**config.mk**
```make
export PLATFORM = sky130hd
export DESIGN_NAME = keycode_input_ctrl
export DESIGN_NICKNAME = d
export VERILOG_FILES = /design/src/rtl/keycode_input_ctrl.sv
export SDC_FILE = /design/constraint.sdc
export NUM_CORES = 1
export LEC_CHECK = 0
export CORE_ASPECT_RATIO = 1.1
export CORE_UTILIZATION = 52
export CTS_BUF_LIST = sky130_fd_sc_hd__clkbuf_8
export CTS_CLUSTER_DIAMETER = 80
export DETAILED_ROUTE_END_ITERATION = 10
export PLACE_DENSITY = 0.77
export SETUP_SLACK_MARGIN = 0.1
export SKIP_LAST_GASP = 1
export SLEW_MARGIN = 15
export SYNTH_ARGS = -nofsm -noshare
export SYNTH_HDL_FRONTEND = slang
export SYNTH_SLANG_ARGS = --single-unit
```
**constraint.sdc**
```tcl
create_clock -name clk_clk -period 4 [get_ports clk_clk]
set_input_delay 0.4 -clock clk_clk [delete_from_list [all_inputs] [get_ports clk_clk]]
set_output_delay 0.4 -clock clk_clk [all_outputs]
set_load 0.05 [all_outputs]
```
**src/rtl/keycode_input_ctrl.sv**
```systemverilog
// Keyboard keycode event generator (press/release/repeat) plus debounced
// single-cycle press pulses for the two board push-buttons.

module keycode_btn_debounce #(
  parameter int DEBOUNCE_CYCLES = 500000
) (
  input  logic clk,
  input  logic rst_n,
  input  logic key_n,
  output logic press
);
  localparam int DW = (DEBOUNCE_CYCLES > 1) ? $clog2(DEBOUNCE_CYCLES) : 1;

  logic          sync1;
  logic          sync2;
  logic          pressed;
  logic          level;
  logic [DW-1:0] deb_cnt;

  // Synchronizer flops reset to the released (high) level so reset never
  // looks like a press.
  assign level = ~sync2;

  always_ff @(posedge clk or negedge rst_n) begin
    if (!rst_n) begin
      sync1   <= 1'b1;
      sync2   <= 1'b1;
      pressed <= 1'b0;
      deb_cnt <= '0;
      press   <= 1'b0;
    end else begin
      sync1 <= key_n;
      sync2 <= sync1;
      press <= 1'b0;
      if (level == pressed) begin
        deb_cnt <= '0;
      end else if (deb_cnt == DW'(DEBOUNCE_CYCLES - 1)) begin
        pressed <= level;
        deb_cnt <= '0;
        press   <= level;
      end else begin
        deb_cnt <= deb_cnt + 1'b1;
      end
    end
  end
endmodule

module keycode_input_ctrl #(
  parameter int STABLE_CYCLES   = 4,
  parameter int DEBOUNCE_CYCLES = 500000,
  parameter int REPEAT_DELAY    = 25000000,
  parameter int REPEAT_RATE     = 5000000
) (
  input  logic       clk_clk,
  input  logic       reset_reset_n,
  input  logic [7:0] keycode_export,
  input  logic       key0_n,
  input  logic       key1_n,
  output logic       event_valid,
  output logic [1:0] event_type,
  output logic [7:0] event_code,
  output logic [7:0] held_code,
  output logic       btn0_press,
  output logic       btn1_press,
  output logic [2:0] state_dbg
);
  localparam int SW   = $clog2(STABLE_CYCLES + 1);
  localparam int RMAX = (REPEAT_DELAY > REPEAT_RATE) ? REPEAT_DELAY : REPEAT_RATE;
  localparam int RW   = $clog2(RMAX + 1);

  localparam logic [1:0] EV_PRESS   = 2'b00;
  localparam logic [1:0] EV_RELEASE = 2'b01;
  localparam logic [1:0] EV_REPEAT  = 2'b10;

  typedef enum logic [2:0] {
    S_IDLE    = 3'd0,
    S_PRESS   = 3'd1,
    S_HOLD    = 3'd2,
    S_RELEASE = 3'd3,
    S_SWAP    = 3'd4
  } state_t;

  state_t        state;
  state_t        state_d;
  logic [7:0]    kc_q;
  logic [SW-1:0] stab_cnt;
  logic [RW-1:0] rpt_cnt;
  logic [7:0]    pend_code;
  logic          accept;
  logic          rpt_zero;
  logic          ev_valid_d;
  logic [1:0]    ev_type_d;
  logic [7:0]    ev_code_d;
  logic [7:0]    held_d;

  assign accept    = (stab_cnt == SW'(STABLE_CYCLES)) && (kc_q != held_code);
  assign rpt_zero  = (rpt_cnt == '0);
  assign state_dbg = state;

  // Keycode filter: a value must be seen unchanged for STABLE_CYCLES samples.
  always_ff @(posedge clk_clk or negedge reset_reset_n) begin
    if (!reset_reset_n) begin
      kc_q     <= 8'h00;
      stab_cnt <= '0;
    end else begin
      kc_q <= keycode_export;
      if (keycode_export != kc_q)
        stab_cnt <= '0;
      else if (stab_cnt != SW'(STABLE_CYCLES))
        stab_cnt <= stab_cnt + 1'b1;
    end
  end

  always_ff @(posedge clk_clk or negedge reset_reset_n) begin
    if (!reset_reset_n) state <= S_IDLE;
    else                state <= state_d;
  end

  always_comb begin
    state_d = state;
    case (state)
      S_IDLE:    if (accept) state_d = S_PRESS;
      S_PRESS:   state_d = S_HOLD;
      S_HOLD:    if (accept) state_d = (kc_q == 8'h00) ? S_RELEASE : S_SWAP;
      S_RELEASE: state_d = S_IDLE;
      S_SWAP:    state_d = S_PRESS;
      default:   state_d = S_IDLE;
    endcase
  end

  // Events are computed from the transition and registered alongside the
  // state, so a press is visible in the same cycle the FSM sits in PRESS.
  always_comb begin
    ev_valid_d = 1'b0;
    ev_type_d  = EV_PRESS;
    ev_code_d  = 8'h00;
    held_d     = held_code;
    case (state)
      S_IDLE: begin
        if (accept) begin
          ev_valid_d = 1'b1;
          ev_code_d  = kc_q;
          held_d     = kc_q;
        end
      end
      S_HOLD: begin
        if (accept) begin
          ev_valid_d = 1'b1;
          ev_type_d  = EV_RELEASE;
          ev_code_d  = held_code;
          if (kc_q == 8'h00) held_d = 8'h00;
        end else if (rpt_zero) begin
          ev_valid_d = 1'b1;
          ev_type_d  = EV_REPEAT;
          ev_code_d  = held_code;
        end
      end
      S_SWAP: begin
        ev_valid_d = 1'b1;
        ev_code_d  = pend_code;
        held_d     = pend_code;
      end
      default: ;
    endcase
  end

  always_ff @(posedge clk_clk or negedge reset_reset_n) begin
    if (!reset_reset_n) begin
      event_valid <= 1'b0;
      event_type  <= 2'b00;
      event_code  <= 8'h00;
      held_code   <= 8'h00;
      pend_code   <= 8'h00;
      rpt_cnt     <= '0;
    end else begin
      event_valid <= ev_valid_d;
      event_type  <= ev_type_d;
      event_code  <= ev_code_d;
      held_code   <= held_d;
      if (state == S_HOLD && accept)
        pend_code <= kc_q;
      if (state_d == S_PRESS)
        rpt_cnt <= RW'(REPEAT_DELAY - 1);
      else if (state == S_HOLD)
        rpt_cnt <= rpt_zero ? RW'(REPEAT_RATE - 1) : rpt_cnt - 1'b1;
      else if (state == S_PRESS)
        rpt_cnt <= rpt_zero ? rpt_cnt : rpt_cnt - 1'b1;
      else
        rpt_cnt <= '0;
    end
  end

  keycode_btn_debounce #(.DEBOUNCE_CYCLES(DEBOUNCE_CYCLES)) u_btn0 (
    .clk   (clk_clk),
    .rst_n (reset_reset_n),
    .key_n (key0_n),
    .press (btn0_press)
  );

  keycode_btn_debounce #(.DEBOUNCE_CYCLES(DEBOUNCE_CYCLES)) u_btn1 (
    .clk   (clk_clk),
    .rst_n (reset_reset_n),
    .key_n (key1_n),
    .press (btn1_press)
  );
endmodule

```
==> summary.md, run 1 <==
| Metric | Value |
|---|---|
| Status | `finished, final reports clean` |
| R2R Setup Slk | `1.39 ns` |
| Die Wd | `~100 um` |
| Most frequent cells in the layout | `dfrtp_1 (108), nor2_1 (66), xor2_1 (39)` |
| Antenna-violating nets left | `0` |
| Mapped Area | `between 5000 and 6000 sq um` |
| Final period util | `about 65%` |
| HPWL after detailed placement | `6790 um` |
| Leakage | `0.00267 uW` |
| Critical-path maximum fanout | `8` |
| Share of layout cells above drive strength 1 | `about 8.4%` |
| WHS | `0.164 ns` |
| Path category of the worst min-delay check | `in -> async` |
| Final setup viols | `0` |
| Clk root buf | `clkbuf_8` |
| Synth Net Count | `a little over 500` |
| Commonest non-fill, non-tap cell in the layout | `dfrtp_1` |
| P per Cell Area | `roughly 330 nW/um^2` |
| Grt ovf | `0` |
| Clock Pin Slew Worst Setup and Hold Paths | `0.10 ns` |
| R2R Path End | `rpt_cnt[16]` |
| Inserted Clock Buffers | `9` |
| Drt total wl | `9710 um` |
| Final Wtd Congestion | `0.795` |
| CTS Buffer Depth | `2` |
| Initial antenna violation count | `0` |
| Global-route wire length before repair | `about 17000 um` |
| Final Max Tran Viols | `0` |
| IO Pins | `36` |
| Post-synth EDFFs | `0` |
| Unique masters post-synth | `47` |
| DRT iter0 DRCs | `between 150 and 200` |
| Layout filler cell count | `781` |
| Clk_lat worst skew | `about 0.37 ns` |
| Core ar. | `approximately 9500 sq um` |
| Critical setup path kind | `reg -> reg` |
| N_diodes | `0` |
| Setup Skew | `0.0159 ns` |
| GR Util All Layers | `between 20% and 30%` |
| Largest net degree at the start of global routing | `roughly 80` |
| RSZ-0062 raised after global routing | `no` |
| CTS tree | `built` |
| Vias in the first global route | `between 3k and 4k` |
| Seq/Total Area, Yosys | `a little over half` |
| Per-cell routed wire length | `roughly 15 um` |
| Via/cell ratio | `about 5.6` |
| Die area | `10400 sq um` |
| Relative slew slack | `between 30% and 40%` |
| Register bit count reported by yosys | `~110` |
| DRC | `0` |
| # rows | `37` |
| Fin crit period | `2.61 ns` |
| Post-Syn Instances | `488` |
| Synth warnings | `0` |
| H-Tree Depth | `3` |
| R2R depth | `6` |
| Post-CTS Resized | `0` |
| Final Hold Vio Count | `0` |
| Finished Cell Area | `around 5900 sq um` |
| Required @ worst endpoint | `4.22 ns` |
| Synth-to-layout area growth | `13.5%` |
| Max Cap Violations | `0` |
| Data arrival time of the critical path | `between 2 and 3 ns` |
| Setup TNS Final | `0 ns` |
| Vias | `3672` |
| Reg2reg start | `rpt_cnt[15]` |
| Crit path launch type | `register` |
| Max Clock Freq | `0.383 GHz` |
| Drt pass-1 iters | `4` |
| Initial core utilization | `between 50% and 60%` |
| Main synth FF type | `dfrtp_1` |
| Slew @ Worst Pin | `1.04 ns` |
| Critical Path End Type | `register` |
| IO Port Bufs | `35` |
| Final nets | `about 550` |
| Async set-reset flop share out of synthesis | `100%` |
| Setup bufs post-CTS | `0` |
| Area after DPL | `about 5700 sq um` |
| Hold-fix buffer count after cts | `0` |
| Die height | `107 um` |
| Mean area per synthesized cell | `around 11 sq um` |
| Clock sinks | `between 100 and 150` |
| Maximum vdd drop | `between 0.2 and 0.25 mV` |
-- worst max-delay path, stage by stage, from the launching register on --
cell and delay [ns]:
dfrtp_1 0.46, or4_1 0.59, or4_4 0.56, o21ai_0 0.42, buf_4 0.24, or4_1 0.11
o211ai_1 0.09
-- flip-flops by register name, indices dropped and copies added (netlist names), 2 cells and up --
register and flops:
u_btn0.deb_cnt 19, stab_cnt 3, event_type 2, event_code 8, held_code 8, u_btn1.deb_cnt 19
pend_code 8, state_dbg 3, rpt_cnt 25, kc_q 8
-- synthesized netlist by cell type, types with 3 or more instances --
master      n  area, sq um
a221o_1    16          160
nor3b_1     4         30.0
nand2b_1    8         50.1
and4_1      4         35.0
nor2b_1     3         18.8
or3_1       3         18.8
inv_1      16         60.1
mux2_2      8         90.1
o21a_1      3         22.5
xnor2_1    30          263
nand4_1    12         75.1
nor4_1     16          100
dfstp_2     4          105
o21ai_0     9         45.0
xor2_1     39          342
nor2_1     66          248
and2_1      8         50.1
a21oi_1    15         75.1
dfrtp_1   108         2700
clkbuf_1    8         30.0
ha_1        6         75.1
or2_2       4         25.0
nand2_1    29          109
or4_1       6         45.0
nand3_1    17         85.1
nor3_1     16         80.1
-- power breakdown --
part | switching, uW | leakage [uW] | internal [uW]
Clock | 401 | 0.0000973 | 258
Combinational | 55.4 | 0.00105 | 33.7
Sequential | 16.8 | 0.00153 | 1150
-- per-layer routing --
| metal | GRT usage, % | part of all wire (%) |
|---|---|---|
| met3 | 4.43 | 3.1 |
| met1 | 26.1 | 46 |
| met2 | 34.4 | 50 |
| met4 | 4.58 | 0.72 |
| met5 | 0 | 0 |
-- how the worst max path moves through the flow --
stage,to,slack [ns],startpoint,depth (start not counted)
after global placement,rpt_cnt[8],1.51,rpt_cnt[15],6
after global routing,rpt_cnt[16],1.22,rpt_cnt[10],6
after CTS,rpt_cnt[16],1.40,rpt_cnt[15],6
after floorplan,rpt_cnt[1],1.67,rpt_cnt[18],6
final,rpt_cnt[16],1.39,rpt_cnt[15],6
after detailed placement,rpt_cnt[16],1.42,rpt_cnt[15],6
-- logic make-up (layout without fill, tap and decap cells) --
| group | Yosys count | in the layout | share of synthesized area, % |
|---|---|---|---|
| DFF | 112 | 112 | 54.3 |
| xor gates and xnor gates | 69 | 69 | 11.7 |
| and+or+nand+nor | 206 | 206 | 20.4 |
| adders and majority gates | 6 | 6 | 1.45 |
| buffers and inverters | 29 | 76 | 2.22 |
| AOI/OAI and AO/OA | 56 | 56 | 7.91 |
| muxes | 10 | 10 | 2.13 |
-- per-stage QoR --
step | std cells | utilization (%) | power, uW | setup WS, ns
after floorplan | 488 | - | 1230 | 1.67
after global placement | 636 | 59.9 | 1270 | 1.51
after detailed placement | 636 | 59.9 | 1280 | 1.42
after CTS | 652 | 61.9 | 1940 | 1.40
after global routing | 652 | 61.9 | 1990 | 1.22
final | 652 | 61.9 | 1910 | 1.39
-- final cells by class --
class / instances / area (sq um) / share of cell area, %
Sequential cell: 112 / 2810 / 47.8
Multi-Input combinational cell: 347 / 2250 / 38.3
Timing Repair Buffer: 44 / 415 / 7.07
Tap cell: 117 / 146 / 2.49
Clock buffer: 10 / 138 / 2.34
Inverter: 16 / 60.1 / 1.02
Clock inverter: 6 / 56.3 / 0.958
Power figures use the tool's default switching activity.
==> run 2: changes to the inputs <==
clock period = 2.6 ns   (was 4 ns; I/O delays follow)
==> run 2 against run 1 <==
Compared with the run above:
- routed wire length grew 3.3%
- register-to-register slack lost 1.2 ns
- first-iteration DRC count shrank 8.1%
- non-clock buffer count grew 8
- sequential share of layout area shrank 0.53 points
- critical path type unchanged
- die area is the same
- sequential power grew 54%
- critical path depth shrank 1
- critical endpoint is now event_code[7]
==> summary.md, run 2 (synthesis results as in run 1) <==
| Metric | Value |
|---|---|
| Status | `finished, final reports clean` |
| Cell family with most CP delay | `simple AND/OR/NAND/NOR gates` |
| Relative slew slack | `a little under three fifths` |
| P per Cell Area | `490 nW/um^2` |
| Final Wtd Congestion | `between 0.8 and 0.9` |
| Area after DPL | `~5700 sq um` |
| IO Pins | `36` |
| Synth-to-layout area growth | `14.8%` |
| CP max stage cell | `or4_4` |
| Crit-path cells | `or4_1 > or4_4 > or2_1 > o21ai_4 > a221o_1` |
| Per-cell routed wire length | `~15 um` |
| Antenna-violating nets left | `0` |
| Data arrival time of the critical path | `about 2.7 ns` |
| Final Max Tran Viols | `0` |
| Setup Skew | `approximately 0.017 ns` |
| Setup TNS Final | `0 ns` |
| Core ar. | `between 9000 and 10000 sq um` |
| IO Port Bufs | `35` |
| Die height | `107 um` |
| Max Cap Violations | `0` |
| Commonest non-fill, non-tap cell in the layout | `dfrtp_1` |
| Vias | `roughly 3.7k` |
| Worst path bufs/invs | `0` |
| Max Clock Freq | `~0.42 GHz` |
| DRT iter0 DRCs | `~170` |
| Global-route wire length before repair | `about 17000 um` |
| GR Util All Layers | `a little over 20%` |
| Layout filler cell count | `about 740` |
| Initial core utilization | `between 50% and 60%` |
| Reg with most FFs | `rpt_cnt` |
| Inserted Clock Buffers | `9` |
| Crit path launch type | `register` |
| Via/cell ratio | `5.64` |
| CTS tree | `built` |
| Critical-path maximum fanout | `9` |
| Share of layout cells above drive strength 1 | `under 10%` |
| Initial antenna violation count | `0` |
| Path category of the worst min-delay check | `in -> reg` |
| Setup bufs post-CTS | `0` |
| Top flop regs | `rpt_cnt (25), u_btn0.deb_cnt (19), u_btn1.deb_cnt (19)` |
| Die Wd | `just under 100 um` |
| Die area | `between 10000 and 15000 sq um` |
| Required @ worst endpoint | `~2.9 ns` |
| Final setup viols | `0` |
| Leakage | `~0.0027 uW` |
| Largest net degree at the start of global routing | `approximately 80` |
| Maximum vdd drop | `between 0.3 and 0.4 mV` |
| Final Hold Vio Count | `0` |
| Clk root buf | `clkbuf_8` |
| N_diodes | `0` |
| HPWL after detailed placement | `between 6000 and 7000 um` |
| Drt total wl | `between 10000 and 15000 um` |
| Finished Cell Area | `between 5000 and 6000 sq um` |
| DRC | `0` |
| Vias in the first global route | `3794` |
| Clock sinks | `112` |
| Grt ovf | `0` |
| Crit-path max cell delay | `around 0.54 ns` |
| Final period util | `91.4%` |
| Fin crit period | `about 2.4 ns` |
| Most frequent cells in the layout | `dfrtp_1 (108), nor2_1 (66), xor2_1 (39)` |
| Slew @ Worst Pin | `around 0.64 ns` |
| # rows | `37` |
| CTS Buffer Depth | `2` |
| Final nets | `about 560` |
| Drt pass-1 iters | `4` |
| Critical setup path kind | `reg -> reg` |
| Clock Pin Slew Worst Setup and Hold Paths | `about 0.11 ns` |
| H-Tree Depth | `3` |
| Clk_lat worst skew | `around 0.38 ns` |
| Critical Path End Type | `register` |
| RSZ-0062 raised after global routing | `no` |
| Max FFs per register | `25` |
| Fin util | `62.6%` |
## run 2: cell count changes in the layout (fill, tap and decap cells not counted), sizes merged
cell,change
dlygate4sd3,+1
clkbuf,-1
buf,+7
clkinv,+1
## run 2: final cells by class
type,count,area (sq um),area share [%]
sequential,112,2810,47.3
multi-input combinational,347,2260,38.0
timing repair buffer,52,490,8.25
tap,117,146,2.46
clock buffer,9,124,2.08
inverter,16,60.1,1.01
clock inverter,7,56.3,0.948
## run 2: path summary, 6_finish.rpt
kind                               start                 end  slack [ns]  depth (start not counted)
setup / recovery             rpt_cnt[15]       event_code[7]        0.22                          5
hold / removal                    key0_n        u_btn0.sync1        0.27                          1
setup reg to reg             rpt_cnt[15]       event_code[7]        0.22                          5
hold reg to reg             u_btn1.sync1        u_btn1.sync2        0.36                          0
max in group asynchronous  reset_reset_n        u_btn0.sync2        1.45                          3
min in group asynchronous  reset_reset_n  u_btn0.deb_cnt[16]        0.38                          2
## run 2: worst register-to-register path, delay by kind of cell (launching register included)
family,cells,cell delay (ns)
AOI/OAI and AO/OA,2,0.50
and+or+nand+nor,3,1.39
DFF,1,0.45
## run 2: power by group
| part | switching (uW) | internal [uW] | total (uW) |
|---|---|---|---|
| clock | 617 | 363 | 980 |
| combinational | 86.1 | 55.4 | 141 |
| sequential | 26.3 | 1760 | 1790 |
| total | 730 | 2180 | 2910 |
## run 2: timing repair
| item | CTS | global route |
|---|---|---|
| resized for setup | 0 | 1 |
| setup endpoints to repair | 0 | 8 |
| hold buffers | 1 | 0 |
| endpoints found under the hold margin | 33 | 0 |
## run 2: per-stage QoR
stage	setup slack, ns	instances	hold WS [ns]	total power [uW]
final	0.223	660	0.269	2910
after global routing	0.137	660	0.266	3020
after CTS	0.168	660	0.261	2940
after detailed placement	0.179	643	0.251	1970
after global placement	0.232	643	0.240	1960
after floorplan	0.269	488	-0.0356	1890
## run 2: metal layers
metal  vias to the layer above  wire, um  GRT usage (%)  part of all wire [%]
li1                       1808         -              -                     -
met1                      1842      4600           26.6                    46
met2                        59      5040           35.2                    50
met3                        13       280           4.11                   2.8
met4                         0       116           6.82                   1.2
met5                         -         0              0                     0
==> run 3: changes to the inputs <==
PLACE_DENSITY = 0.73   (was 0.77)
SLEW_MARGIN = unset   (was 15)
==> run 3 against run 2 <==
Compared with the run above:
- sequential share of layout area decreased by 0.15 points
- routed wire length down 0.51%
- register-to-register slack improved by 0.02 ns
- critical endpoint is now event_code[4]
- first-iteration DRC count decreased by 20%
- clock skew increased by 0.0019 ns
==> summary.md, run 3 (synthesis results as in run 1) <==
| Metric | Value |
|---|---|
| Status | `finished, final reports clean` |
| Largest net degree at the start of global routing | `46` |
| P per Cell Area | `between 400 and 500 nW/um^2` |
| CTS Buffer Depth | `2` |
| Reg with most FFs | `rpt_cnt` |
| Crit path launch type | `register` |
| Core ar. | `9490 sq um` |
| R2R Setup Slk | `0.24 ns` |
| H-Tree Depth | `3` |
| Drt pass-1 iters | `5` |
| Required @ worst endpoint | `between 2 and 3 ns` |
| Final period util | `slightly above 90%` |
| Relative slew slack | `roughly a fifth` |
| HPWL after detailed placement | `about 6900 um` |
| Path category of the worst min-delay check | `in -> reg` |
| Vias | `around 3.7k` |
| Global-route wire length before repair | `about 17000 um` |
| Dpl cells | `~640` |
| Initial antenna violation count | `0` |
| Per-cell routed wire length | `15.1 um` |
| Grt ovf | `0` |
| Final Max Tran Viols | `0` |
| Hold EP | `u_btn1.sync1` |
| Max Cap Violations | `0` |
| GR Util All Layers | `between 20 and 25%` |
| Critical setup path kind | `reg -> reg` |
| Worst hold path depth | `1` |
| Initial core utilization | `between 50% and 60%` |
| Critical-path maximum fanout | `11` |
| Share of layout cells above drive strength 1 | `under 10%` |
| Fin util | `a little over three fifths` |
| Post-route insts no fill | `660` |
| Hold path start | `key1_n` |
| Critical Path End Type | `register` |
| IO Port Bufs | `35` |
| # rows | `37` |
| Most frequent cells in the layout | `dfrtp_1 (108), nor2_1 (66), xor2_1 (39)` |
| Final Wtd Congestion | `just over 0.8` |
| Final Hold Vio Count | `0` |
| CTS tree | `built` |
| Inserted Clock Buffers | `9` |
| Clock Pin Slew Worst Setup and Hold Paths | `~0.12 ns` |
| R2R Path End | `event_code[4]` |
| Clk root buf | `clkbuf_8` |
| Die Wd | `slightly below 100 um` |
| Top flop regs | `rpt_cnt (25), u_btn0.deb_cnt (19), u_btn1.deb_cnt (19)` |
| Vias in the first global route | `roughly 3.7k` |
| Setup Skew | `around 0.019 ns` |
| N_diodes | `0` |
| Commonest non-fill, non-tap cell in the layout | `dfrtp_1` |
| Synth-to-layout area growth | `15.2%` |
| Antenna-violating nets left | `0` |
| WHS | `~0.27 ns` |
| Data arrival time of the critical path | `approximately 2.6 ns` |
| Max FFs per register | `25` |
| Fin crit period | `around 2.4 ns` |
| Clk_lat worst skew | `around 0.38 ns` |
| Maximum vdd drop | `between 0.2 and 0.3 mV` |
| R2R depth | `5` |
| Max Clock Freq | `about 0.42 GHz` |
| Slew @ Worst Pin | `roughly 1.2 ns` |
| Final setup viols | `0` |
| Via/cell ratio | `5.67` |
| DRC | `0` |
| Final nets | `556` |
| IO Pins | `36` |
| Drt total wl | `about 10000 um` |
| Leakage | `about 0.0027 uW` |
| Reg2reg start | `kc_q[3]` |
| Clock sinks | `around 110` |
| Die area | `roughly 10000 sq um` |
| DRT iter0 DRCs | `137` |
| Die height | `between 100 and 150 um` |
| RSZ-0062 raised after global routing | `no` |
| Setup TNS Final | `0 ns` |
run 3: changes by cell type in the layout (fill, tap and decap cells not counted), sizes merged:
cell / delta
clkinvlp: -1
clkinv: -1
inv: +1
buf: -1
o21ai: +1
clkbuf: +1
run 3: where the power goes:
group / total (uW) / internal (uW) / switching, uW / leakage, uW
Clock: 1040 / 404 / 637 / 0.000103
Sequential: 1790 / 1760 / 24.2 / 0.00153
Combinational: 147 / 57.9 / 89.1 / 0.00109
run 3: per-stage QoR:
stage	total power, uW	instance area, sq um	setup slack [ns]
2_1_floorplan	1890	5170	0.269
3_3_place_gp	1960	5740	0.236
3_5_place_dp	1970	5740	0.161
4_1_cts	3010	5950	0.150
5_1_grt	3090	5960	0.144
6_report	2970	5960	0.241
run 3: how the worst max path moves through the flow:
stage                start       endpoint  cells past startpoint
5_1_grt            kc_q[3]  event_code[4]                      5
6_report           kc_q[3]  event_code[4]                      5
3_3_place_gp   rpt_cnt[18]  event_code[1]                      5
2_1_floorplan  rpt_cnt[18]     rpt_cnt[1]                      6
3_5_place_dp   rpt_cnt[15]  event_code[7]                      5
4_1_cts        rpt_cnt[15]  event_code[7]                      5
run 3: timing repair:
item / 4_1_cts / 5_1_grt
resized for setup: 0 / 2
buffers inserted: 0 / 0
endpoints found under the setup margin: 0 / 10
hold endpoints to repair: 41 / 0
hold buffers: 1 / 0
run 3: per-layer routing:
layer	routed length (um)	share of wire [%]	track usage [%]
met1	4650	47	26.7
met2	4930	49	34.3
met3	270	2.7	3.91
met4	126	1.3	7.25
met5	0	0	0
run 3: cell type report:
type                            instances  area [sq um]
Multi-Input combinational cell        348          2260
Inverter                               16          60.1
Clock buffer                           10           138
Tap cell                              117           146
Sequential cell                       112          2810
Timing Repair Buffer                   51           483
Fill cell                             790          3530
Clock inverter                          6          62.6
run 3: critical path, cell delays in order (launching register included):
cell	delay, ns
dfrtp_1	0.48
xor2_1	0.18
nor4_1	0.55
a211o_1	0.54
o21ai_2	0.19
a221o_1	0.32
